`src/rtl/fetch_pkg.sv`:
```
// Shared types and helpers for the instruction fetch unit.
package fetch_pkg;

    // Fetch sequencer states; the encoding is fixed so that traces read 0..3.
    typedef enum logic [1:0] {
        IDLE = 2'd0,
        REQ  = 2'd1,
        CAP  = 2'd2,
        HOLD = 2'd3
    } fetch_state_t;

    // Width of the handshake statistics counter.
    localparam int STATS_W = 16;

    // Operand width: whatever is left of the ROM word after the opcode.
    function automatic int opr_width(input int data_w, input int opc_w);
        return data_w - opc_w;
    endfunction

endpackage

```
`src/rtl/pc_reg_p.sv`:
```
// Program counter register: a branch load wins over the increment, and the
// increment wraps modulo 2^ADDR_W.
module pc_reg_p #(
    parameter int                ADDR_W   = 12,
    parameter logic [ADDR_W-1:0] RESET_PC = '0
) (
    input  logic              clk,
    input  logic              reset,
    input  logic              load,
    input  logic [ADDR_W-1:0] load_addr,
    input  logic              inc,
    output logic [ADDR_W-1:0] pc
);

    logic [ADDR_W-1:0] pc_reg;
    logic [ADDR_W-1:0] pc_next;

    // Select the next PC: load first, then increment, otherwise hold.
    always_comb begin
        pc_next = pc_reg;
        if (load) begin
            pc_next = load_addr;
        end else if (inc) begin
            pc_next = pc_reg + ADDR_W'(1);
        end
    end

    // PC storage with asynchronous active-low reset.
    always_ff @(posedge clk or negedge reset) begin
        if (!reset) begin
            pc_reg <= RESET_PC;
        end else begin
            pc_reg <= pc_next;
        end
    end

    assign pc = pc_reg;

endmodule

```
`src/rtl/fetch_unit_p.sv`:
```
// Instruction fetch unit: sequences requests to a 1-cycle-latency program ROM,
// captures the word into the instruction register and presents it to the
// decoder with a valid/ready handshake. Branch loads flush the held word.
// Optional build macro FETCH_STATS_EN adds a saturating handshake counter
// output fetch_count.
module fetch_unit_p
    import fetch_pkg::*;
#(
    parameter int                ADDR_W   = 12,
    parameter int                DATA_W   = 8,
    parameter int                OPC_W    = 4,
    parameter logic [ADDR_W-1:0] RESET_PC = '0,
    localparam int               OPR_W    = opr_width(DATA_W, OPC_W)
) (
    input  logic              clk,
    input  logic              reset,
    input  logic              enable,
    input  logic              load,
    input  logic [ADDR_W-1:0] load_addr,
    output logic [ADDR_W-1:0] rom_addr,
    input  logic [DATA_W-1:0] rom_data,
    output logic              instr_valid,
    input  logic              instr_ready,
    output logic [OPC_W-1:0]  opcode,
    output logic [OPR_W-1:0]  operand,
    output logic [ADDR_W-1:0] pc_out
`ifdef FETCH_STATS_EN
    ,
    output logic [STATS_W-1:0] fetch_count
`endif
);

    fetch_state_t      state_reg;
    fetch_state_t      state_next;
    logic [DATA_W-1:0] ir_reg;
    logic [ADDR_W-1:0] pc_out_reg;
    logic [ADDR_W-1:0] pc;
    logic              pc_inc;
    logic              ir_capture;
    logic              fire;

    // A handshake completes whenever a held instruction meets a ready decoder,
    // including the cycle a branch load arrives.
    assign fire = (state_reg == HOLD) && instr_ready;

    pc_reg_p #(
        .ADDR_W   (ADDR_W),
        .RESET_PC (RESET_PC)
    ) u_pc (
        .clk       (clk),
        .reset     (reset),
        .load      (load),
        .load_addr (load_addr),
        .inc       (pc_inc),
        .pc        (pc)
    );

    // Next-state and capture controls; a load abandons any fetch in flight.
    always_comb begin
        state_next = state_reg;
        pc_inc     = 1'b0;
        ir_capture = 1'b0;
        if (load) begin
            state_next = enable ? REQ : IDLE;
        end else begin
            case (state_reg)
                IDLE: begin
                    if (enable) begin
                        state_next = REQ;
                    end
                end
                REQ: begin
                    state_next = CAP;
                end
                CAP: begin
                    state_next = HOLD;
                    pc_inc     = 1'b1;
                    ir_capture = 1'b1;
                end
                HOLD: begin
                    if (fire) begin
                        state_next = enable ? REQ : IDLE;
                    end
                end
                default: begin
                    state_next = IDLE;
                end
            endcase
        end
    end

    // State register.
    always_ff @(posedge clk or negedge reset) begin
        if (!reset) begin
            state_reg <= IDLE;
        end else begin
            state_reg <= state_next;
        end
    end

    // Instruction register and its source address, written only on capture.
    always_ff @(posedge clk or negedge reset) begin
        if (!reset) begin
            ir_reg     <= '0;
            pc_out_reg <= '0;
        end else if (ir_capture) begin
            ir_reg     <= rom_data;
            pc_out_reg <= pc;
        end
    end

`ifdef FETCH_STATS_EN
    logic [STATS_W-1:0] stats_count_reg;

    // Count completed handshakes, sticking at all-ones.
    always_ff @(posedge clk or negedge reset) begin
        if (!reset) begin
            stats_count_reg <= '0;
        end else if (fire && (stats_count_reg != {STATS_W{1'b1}})) begin
            stats_count_reg <= stats_count_reg + STATS_W'(1);
        end
    end

    assign fetch_count = stats_count_reg;
`endif

    assign rom_addr    = pc;
    assign instr_valid = (state_reg == HOLD);
    assign opcode      = ir_reg[DATA_W-1 -: OPC_W];
    assign operand     = ir_reg[OPR_W-1:0];
    assign pc_out      = pc_out_reg;

endmodule

```
`config.mk`:
```
export PLATFORM = sky130hd
export DESIGN_NAME = fetch_unit_p
export DESIGN_NICKNAME = d
export VERILOG_FILES = /design/src/rtl/fetch_pkg.sv /design/src/rtl/pc_reg_p.sv /design/src/rtl/fetch_unit_p.sv
export SDC_FILE = /design/constraint.sdc
export NUM_CORES = 1
export LEC_CHECK = 0
export CORE_MARGIN = 4
export CORE_UTILIZATION = 60
export CTS_CLUSTER_SIZE = 12
export DETAILED_ROUTE_END_ITERATION = 7
export DONT_BUFFER_PORTS = 1
export PLACE_DENSITY = 0.86
export RECOVER_POWER = 50
export SYNTH_ARGS = -nofsm -noshare
export SYNTH_HDL_FRONTEND = slang
export SYNTH_SLANG_ARGS = --single-unit
```
`constraint.sdc`:
```
create_clock -name clk -period 2 [get_ports clk]
set_clock_uncertainty 0.05 [all_clocks]
set_input_delay 0.4 -clock clk [delete_from_list [all_inputs] [get_ports clk]]
set_output_delay 0.4 -clock clk [all_outputs]
set_load 0.01 [all_outputs]
```
==> results of run 1 <==
## through the flow
step	cells	utilization	power (mW)	instance area, sq um
after floorplan	135	-	1.61	1610
after global placement	161	0.650	1.70	1640
after detailed placement	161	0.650	1.76	1640
after CTS	171	0.686	2.16	1730
after global routing	171	0.680	2.28	1720
final	171	0.680	2.13	1720
## layer usage
layer  wire [microns]  up-vias
met2             1530       38
met3              230        4
met5                0        -
met1             1210      528
met4               42        0
li1                 -      509
## cell families after synthesis
logic type,Yosys count,synth area share
xor+xnor,4,0.0218
fa+ha+maj,5,0.0390
flops,34,0.530
simple gates,40,0.149
buf+inv,10,0.0281
mux,21,0.147
compound gates,21,0.0857
## cells in the final DEF (no fill, tap or decap), types with 3 or more instances in the layout
cell type,n
nand2_1,13
dfrtp_1,34
nand4_1,4
mux2_2,20
inv_1,3
o211ai_1,4
xor2_1,3
ha_1,5
or4_1,6
o21ai_0,6
nor2b_1,3
clkbuf_4,5
o31ai_1,3
nand3_1,6
## cell type report
type,count,area (sq um)
Inverter,4,15.0
Multi-Input combinational cell,91,709
Clock inverter,1,5.00
Timing Repair Buffer,4,42.5
Fill cell,187,807
Clock buffer,7,55.1
Sequential cell,34,851
Tap cell,30,37.5
## where the power goes
part / leakage [nW] / switching (mW) / internal [mW]
clock: 0.0353 / 0.212 / 0.170
combinational: 0.283 / 0.212 / 0.296
sequential: 0.411 / 0.303 / 0.932
## repair_timing
item | 4_1_cts | 5_1_grt
endpoints found under the hold margin | 34 | 0
hold buffers | 2 | 0
buffers inserted | 0 | 0
## critical path, delay by kind of cell, from the launching register on
family | cells | cell delay, ps
AND/OR/NAND/NOR | 2 | 690
buffers and inverters | 1 | 150
AO/OA/AOI/OAI | 1 | 160
adder cells (fa/ha/maj) | 1 | 300
flip-flops | 1 | 400
## path summary, 6_finish.rpt
| check | start | cells past startpoint | slack, ps | end |
|---|---|---|---|---|
| min in group asynchronous | reset | 2 | 650 | u_pc.pc[4] |
| hold / removal | load | 1 | 80 | state_reg[1] |
| setup reg to reg | state_reg[0] | 5 | 170 | u_pc.pc[9] |
| setup / recovery | state_reg[0] | 5 | 170 | u_pc.pc[9] |
| hold reg to reg | pc_out[9] | 1 | 540 | pc_out[9] |
| max in group asynchronous | reset | 2 | 740 | ir_reg[6] |
==> flow_summary.yaml, run 1 <==
global_routing:
  grt_max_degree: 35
  gr-usage-all-layers: 0.189
  antenna_found_initial: 0
  use_met3: 0.0691
  met2_usage: 0.332
  grt_pass1_wl_microns: 4960
  grt.busiest_layer: "met2"
  use_met1: 0.204
  grt_overflow: 0
  grt_pass1_vias: 1111
critical_path:
  crit_type: "register to register"
  max_stage_delay_ps: 450
  cp-start-kind: "register"
  crit_arrival_ps: 2030
  endpoint_kind: "register"
  cp_max_fo: 9
  cp.required_ps: 2200
  path_cells: "inv_1, ha_1, nand4_2, or4_1, a31oi_1"
  slowest_stage: "or4_1"
drt:
  wl_microns: 3010
  wl_per_cell_microns: 17.6
  ant_nets: 0
  viasPerCell: 6.31
  drtPass1Iterations: 4
  drc: 0
  via_count: 1079
  first_iter_violations: 39
timing:
  hold_viol_final: 0
  tns_ps: 0
  setup_viol: 0
  finalWorstSetupSlack_ps: 171
  fmax_mhz: 547
  rsz0062_at_grt: "false"
  fin_crit_ps: 1830
  tightest_slew_ps: 801
  timing.final.crit_share: 0.914
  slew_violations: 0
  slew_headroom: 0.466
  timing.hold.ws_ps: 80.8
synth:
  netlist_instances: 135
  yosys-top-cells-count: "dfrtp_1, mux2_2, nand2_1"
  synth-async-reset-ratio: 1.00
  synthTopCellsByArea: "dfrtp_1, mux2_2, ha_1"
  ys.flop_type: "dfrtp_1"
  synth_edf_count: 0
  synth_cell_types: 32
  yosys.area.top_type: "dfrtp_1"
  synth_area_per_cell_sq_um: 11.9
  synth_most_common_cell: "dfrtp_1"
  syn_area_sq_um: 1610
  synth_fp_nets: 165
  ys_ff_latch: 34
  seq_area_frac_synth: 0.530
  synth.top_cell.area_share: 0.530
  ys_warn_count: 0
power:
  peakVddDrop_v: 0.000854
  p_leak_nw: 0.729
  power.density_nw_per_um2: 1240
cts:
  h-tree-depth: 2
  clk_latency_ps: 330
  clock-sinks: 34
  cts_resized: 0
  clockBufferDepth: 2
  path_clk_slew_ps: 90
  numCtsBuffers: 5
  root_buffer: "clkbuf_4"
  cts_tree: "yes"
placement:
  dp_slack_ps: 191
  place.gp.congestion: 0.810
  io_buffers: 0
  hpwl_microns: 2250
floorplanning:
  io_pins: 58
  coreArea_sq_um: 2520
  initial_core_util: 0.636
  die_height_microns: 59.7
  rows: 18
  dieArea_sq_um: 3570
  die_width_microns: 59.7
layout:
  fin_nets: 170
  antenna_cells: 0
  drive_above_1_share: 0.234
  syn2layout_area_growth_pct: 6.86
job:
  cap_violations: 0
status:
  status: "complete, no violations"
min_path:
  holdCritPathClass: "input pin to register"
No activity file was read; power rests on OpenSTA's default activity.
==> run 2, diff against run 1 <==
--- a/config.mk
+++ b/config.mk
@@ -10,7 +10,7 @@
 export CTS_CLUSTER_SIZE = 12
 export DETAILED_ROUTE_END_ITERATION = 7
 export DONT_BUFFER_PORTS = 1
-export PLACE_DENSITY = 0.86
+export PLACE_DENSITY_LB_ADDON = 0.3
 export RECOVER_POWER = 50
 export SYNTH_ARGS = -nofsm -noshare
 export SYNTH_HDL_FRONTEND = slang
==> flow_summary.yaml, run 2 (synthesis results as in run 1) <==
timing:
  tns_ps: 0
  slew_violations: 0
  timing.final.crit_share: 0.874
  hold_viol_final: 0
  slew_headroom: 0.472
  timing.hold.ws_ps: 81.7
  rsz0062_at_grt: "false"
  tightest_slew_ps: 792
  setup_viol: 0
  fin_crit_ps: 1750
  fmax_mhz: 572
floorplanning:
  die_width_microns: 59.7
  die_height_microns: 59.7
  io_pins: 58
  initial_core_util: 0.636
  coreArea_sq_um: 2520
  rows: 18
  dieArea_sq_um: 3570
power:
  p_leak_nw: 0.722
  peakVddDrop_v: 0.000930
  comb_power_share: 0.235
  seq_power_share: 0.593
  netSwitchingFraction: 0.341
  power.total_mw: 2.09
  p_switching_mw: 0.713
  clockPowerShare: 0.172
  power.density_nw_per_um2: 1230
  intPower_mw: 1.38
global_routing:
  grt_overflow: 0
  grt_pass1_wl_microns: 5060
  gr-usage-all-layers: 0.198
  grt_pass1_vias: 1119
  grt_max_degree: 35
  antenna_found_initial: 0
layout:
  utilization: 0.675
  stdcell_area_sq_um: 1700
  syn2layout_area_growth_pct: 6.00
  drive_above_1_share: 0.236
  layout_common_cells: "dfrtp_1, mux2_2, nand2_1"
  fin_nets: 171
  antenna_cells: 0
  layout_commonest_cell: "dfrtp_1"
cts:
  clockBufferDepth: 2
  clk_latency_ps: 330
  path_clk_slew_ps: 90
  h-tree-depth: 2
  cts_tree: "yes"
  root_buffer: "clkbuf_4"
  clock-sinks: 34
  numCtsBuffers: 5
placement:
  io_buffers: 0
  place.gp.congestion: 0.814
  hpwl_microns: 2290
  placement.cell_area_sq_um: 1640
drt:
  via_count: 1064
  drc: 0
  ant_nets: 0
  wl_per_cell_microns: 17.9
  viasPerCell: 6.26
  first_iter_violations: 37
  wl_microns: 3040
  drtPass1Iterations: 4
status:
  status: "complete, no violations"
critical_path:
  cp-start-kind: "register"
  crit_arrival_ps: 1960
  endpoint_kind: "register"
  cp.required_ps: 2210
  cp_max_fo: 9
  crit_type: "register to register"
job:
  cap_violations: 0
min_path:
  holdCritPathClass: "input pin to register"
run 2: path summary, 6_finish.rpt:
path	start	end	slack [ps]	cells after the start
max in group asynchronous	reset	state_reg[0]	750	2
min in group asynchronous	reset	pc_out[8]	650	2
setup / recovery	state_reg[0]	u_pc.pc[9]	250	5
hold reg to reg	pc_out[9]	pc_out[9]	530	1
setup reg to reg	state_reg[0]	u_pc.pc[9]	250	5
hold / removal	load	state_reg[1]	80	1
run 2: final cells by class:
| cell class | count | area, sq um |
|---|---|---|
| flip-flops and latches | 34 | 851 |
| fillers | 194 | 821 |
| multi-input cells | 91 | 709 |
| clock buffers | 6 | 51.3 |
| repair buffers | 5 | 37.5 |
| well taps | 30 | 37.5 |
| inverters | 4 | 15.0 |
run 2: through the flow:
stage / worst slack [ps] / instances
floorplan: 315 / 135
global placement: 316 / 162
detailed placement: 242 / 162
CTS: 236 / 170
global route: 107 / 170
finish: 252 / 170
run 2: timing repair:
| item | in CTS | in global routing |
|---|---|---|
| endpoints found under the hold margin | 34 | 0 |
| buffers inserted | 0 | 0 |
| gates resized for setup | 0 | 0 |
| hold buffers | 2 | 0 |
run 2: routing by layer:
metal	wire length (microns)	global-route usage	up-vias	part of all wire
met3	267	0.0929	5	0.088
met2	1510	0.304	34	0.50
met1	1210	0.238	512	0.40
met5	0	0	-	0
met4	53	0.0854	0	0.017
li1	-	-	513	-
run 2: power by group through the flow:
stage | sequential, mW | clock [mW] | combinational (mW)
2_1_floorplan | 1.19 | 0 | 0.418
4_1_cts | 1.25 | 0.372 | 0.505
3_3_place_gp | 1.25 | 0 | 0.446
3_5_place_dp | 1.26 | 0 | 0.482
5_1_grt | 1.28 | 0.406 | 0.558
6_report | 1.24 | 0.360 | 0.492
run 2: worst max-delay path, cell delays in order (launching register included):
cell and delay (ps):
dfrtp_1 410, inv_1 140, ha_1 200, nand4_2 240, or4_1 460, a31oi_1 170
==> run 3, diff against run 2 <==
--- a/config.mk
+++ b/config.mk
@@ -6,7 +6,7 @@
 export NUM_CORES = 1
 export LEC_CHECK = 0
 export CORE_MARGIN = 4
-export CORE_UTILIZATION = 60
+export CORE_UTILIZATION = 45
 export CTS_CLUSTER_SIZE = 12
 export DETAILED_ROUTE_END_ITERATION = 7
 export DONT_BUFFER_PORTS = 1
==> flow_summary.yaml, run 3 (synthesis results as in run 1) <==
status:
  status: "complete, no violations"
cts:
  cts_tree: "yes"
  clock-sinks: 34
  clk_latency_ps: 330
  clockBufferDepth: 2
  numCtsBuffers: 5
  path_clk_slew_ps: 100
  root_buffer: "clkbuf_4"
  h-tree-depth: 2
layout:
  fin_nets: 171
  antenna_cells: 0
  layout_commonest_cell: "dfrtp_1"
  drive_above_1_share: 0.254
  syn2layout_area_growth_pct: 9.66
  utilization: 0.519
  layout_common_cells: "dfrtp_1, mux2_2, nand2_1"
  fin_cells: 188
  stdcell_area_sq_um: 1760
floorplanning:
  coreArea_sq_um: 3390
  io_pins: 58
  initial_core_util: 0.474
  rows: 21
  dieArea_sq_um: 4590
  die_width_microns: 67.7
  die_height_microns: 67.7
placement:
  hpwl_microns: 2350
  place.gp.congestion: 0.764
  dp_slack_ps: 148
  placement.cell_area_sq_um: 1660
  place_inst: 178
  io_buffers: 0
power:
  intPower_mw: 1.46
  seq_power_share: 0.566
  power.total_mw: 2.19
  p_leak_nw: 0.730
  clockPowerShare: 0.209
  p_switching_mw: 0.732
  comb_power_share: 0.226
  power.density_nw_per_um2: 1250
  peakVddDrop_v: 0.000455
  netSwitchingFraction: 0.334
critical_path:
  cp_max_fo: 6
  rrSetupSlack_ps: 180
  crit_arrival_ps: 2030
  reg2reg_from: "state_reg[0]"
  cp.required_ps: 2210
  ff2ff_path_depth: 6
  crit_type: "register to register"
  cp-start-kind: "register"
  endpoint_kind: "register"
  r2r_end: "u_pc.pc[10]"
  crit_start: "state_reg[0]"
global_routing:
  gr-usage-all-layers: 0.147
  antenna_found_initial: 0
  grt_max_degree: 35
  grt_pass1_wl_microns: 4900
  grt_overflow: 0
  grt_pass1_vias: 1093
drt:
  drc: 0
  wl_microns: 3210
  ant_nets: 0
  via_count: 1090
  viasPerCell: 5.80
  drtPass1Iterations: 4
  first_iter_violations: 51
  wl_per_cell_microns: 17.1
job:
  cap_violations: 0
timing:
  slew_headroom: 0.451
  fmax_mhz: 550
  hold_viol_final: 0
  timing.final.crit_share: 0.909
  slew_violations: 0
  timing.hold.ws_ps: 66.4
  finalWorstSetupSlack_ps: 183
  fin_crit_ps: 1820
  tightest_slew_ps: 823
  setup_viol: 0
  tns_ps: 0
  rsz0062_at_grt: "false"
min_path:
  hp-start: "load"
  hold_end: "state_reg[1]"
  holdCritPathClass: "input pin to register"
  hold_depth: 1
==> run 3: worst max-delay path by stage <==
stage	endpoint	slack (ps)
detailed placement	u_pc.pc[9]	150
finish	u_pc.pc[10]	180
floorplan	u_pc.pc[9]	320
CTS	u_pc.pc[9]	120
global route	u_pc.pc[10]	70
global placement	u_pc.pc[9]	250
==> run 3: layout make-up <==
type | instances | area [sq um]
repair buffers | 5 | 37.5
well taps | 46 | 57.6
clock buffers | 8 | 78.8
fillers | 303 | 1630
flip-flops and latches | 34 | 851
multi-input cells | 91 | 721
inverters | 4 | 15.0
==> run 3: power by group through the flow <==
stage / registers [mW] / logic, mW / clock network, mW
after floorplan: 1.19 / 0.418 / 0
after global placement: 1.25 / 0.451 / 0
after detailed placement: 1.26 / 0.481 / 0
after CTS: 1.25 / 0.502 / 0.478
after global routing: 1.28 / 0.561 / 0.506
final: 1.24 / 0.495 / 0.458
==> run 3: what timing repair did <==
item	4_1_cts	5_1_grt
endpoints found under the setup margin	0	1
gates resized for setup	0	2
buffers inserted	0	0
endpoints found under the hold margin	34	0
hold buffers	2	0
==> run 3: worst max-delay path, cell delays in order, from the launching register on <==
cell and delay, ps:
dfrtp_1 410, inv_1 150, ha_2 270, buf_4 160, nand4_1 110, or4_1 420, a31oi_1 170
==> run 3: routing by layer <==
metal  up-vias  track usage  wire length (microns)
met5         -            0                      0
met4         0        0.101                     63
met3         7       0.0383                    180
met2        31        0.245                   1660
met1       539        0.162                   1300
li1        513            -                      -
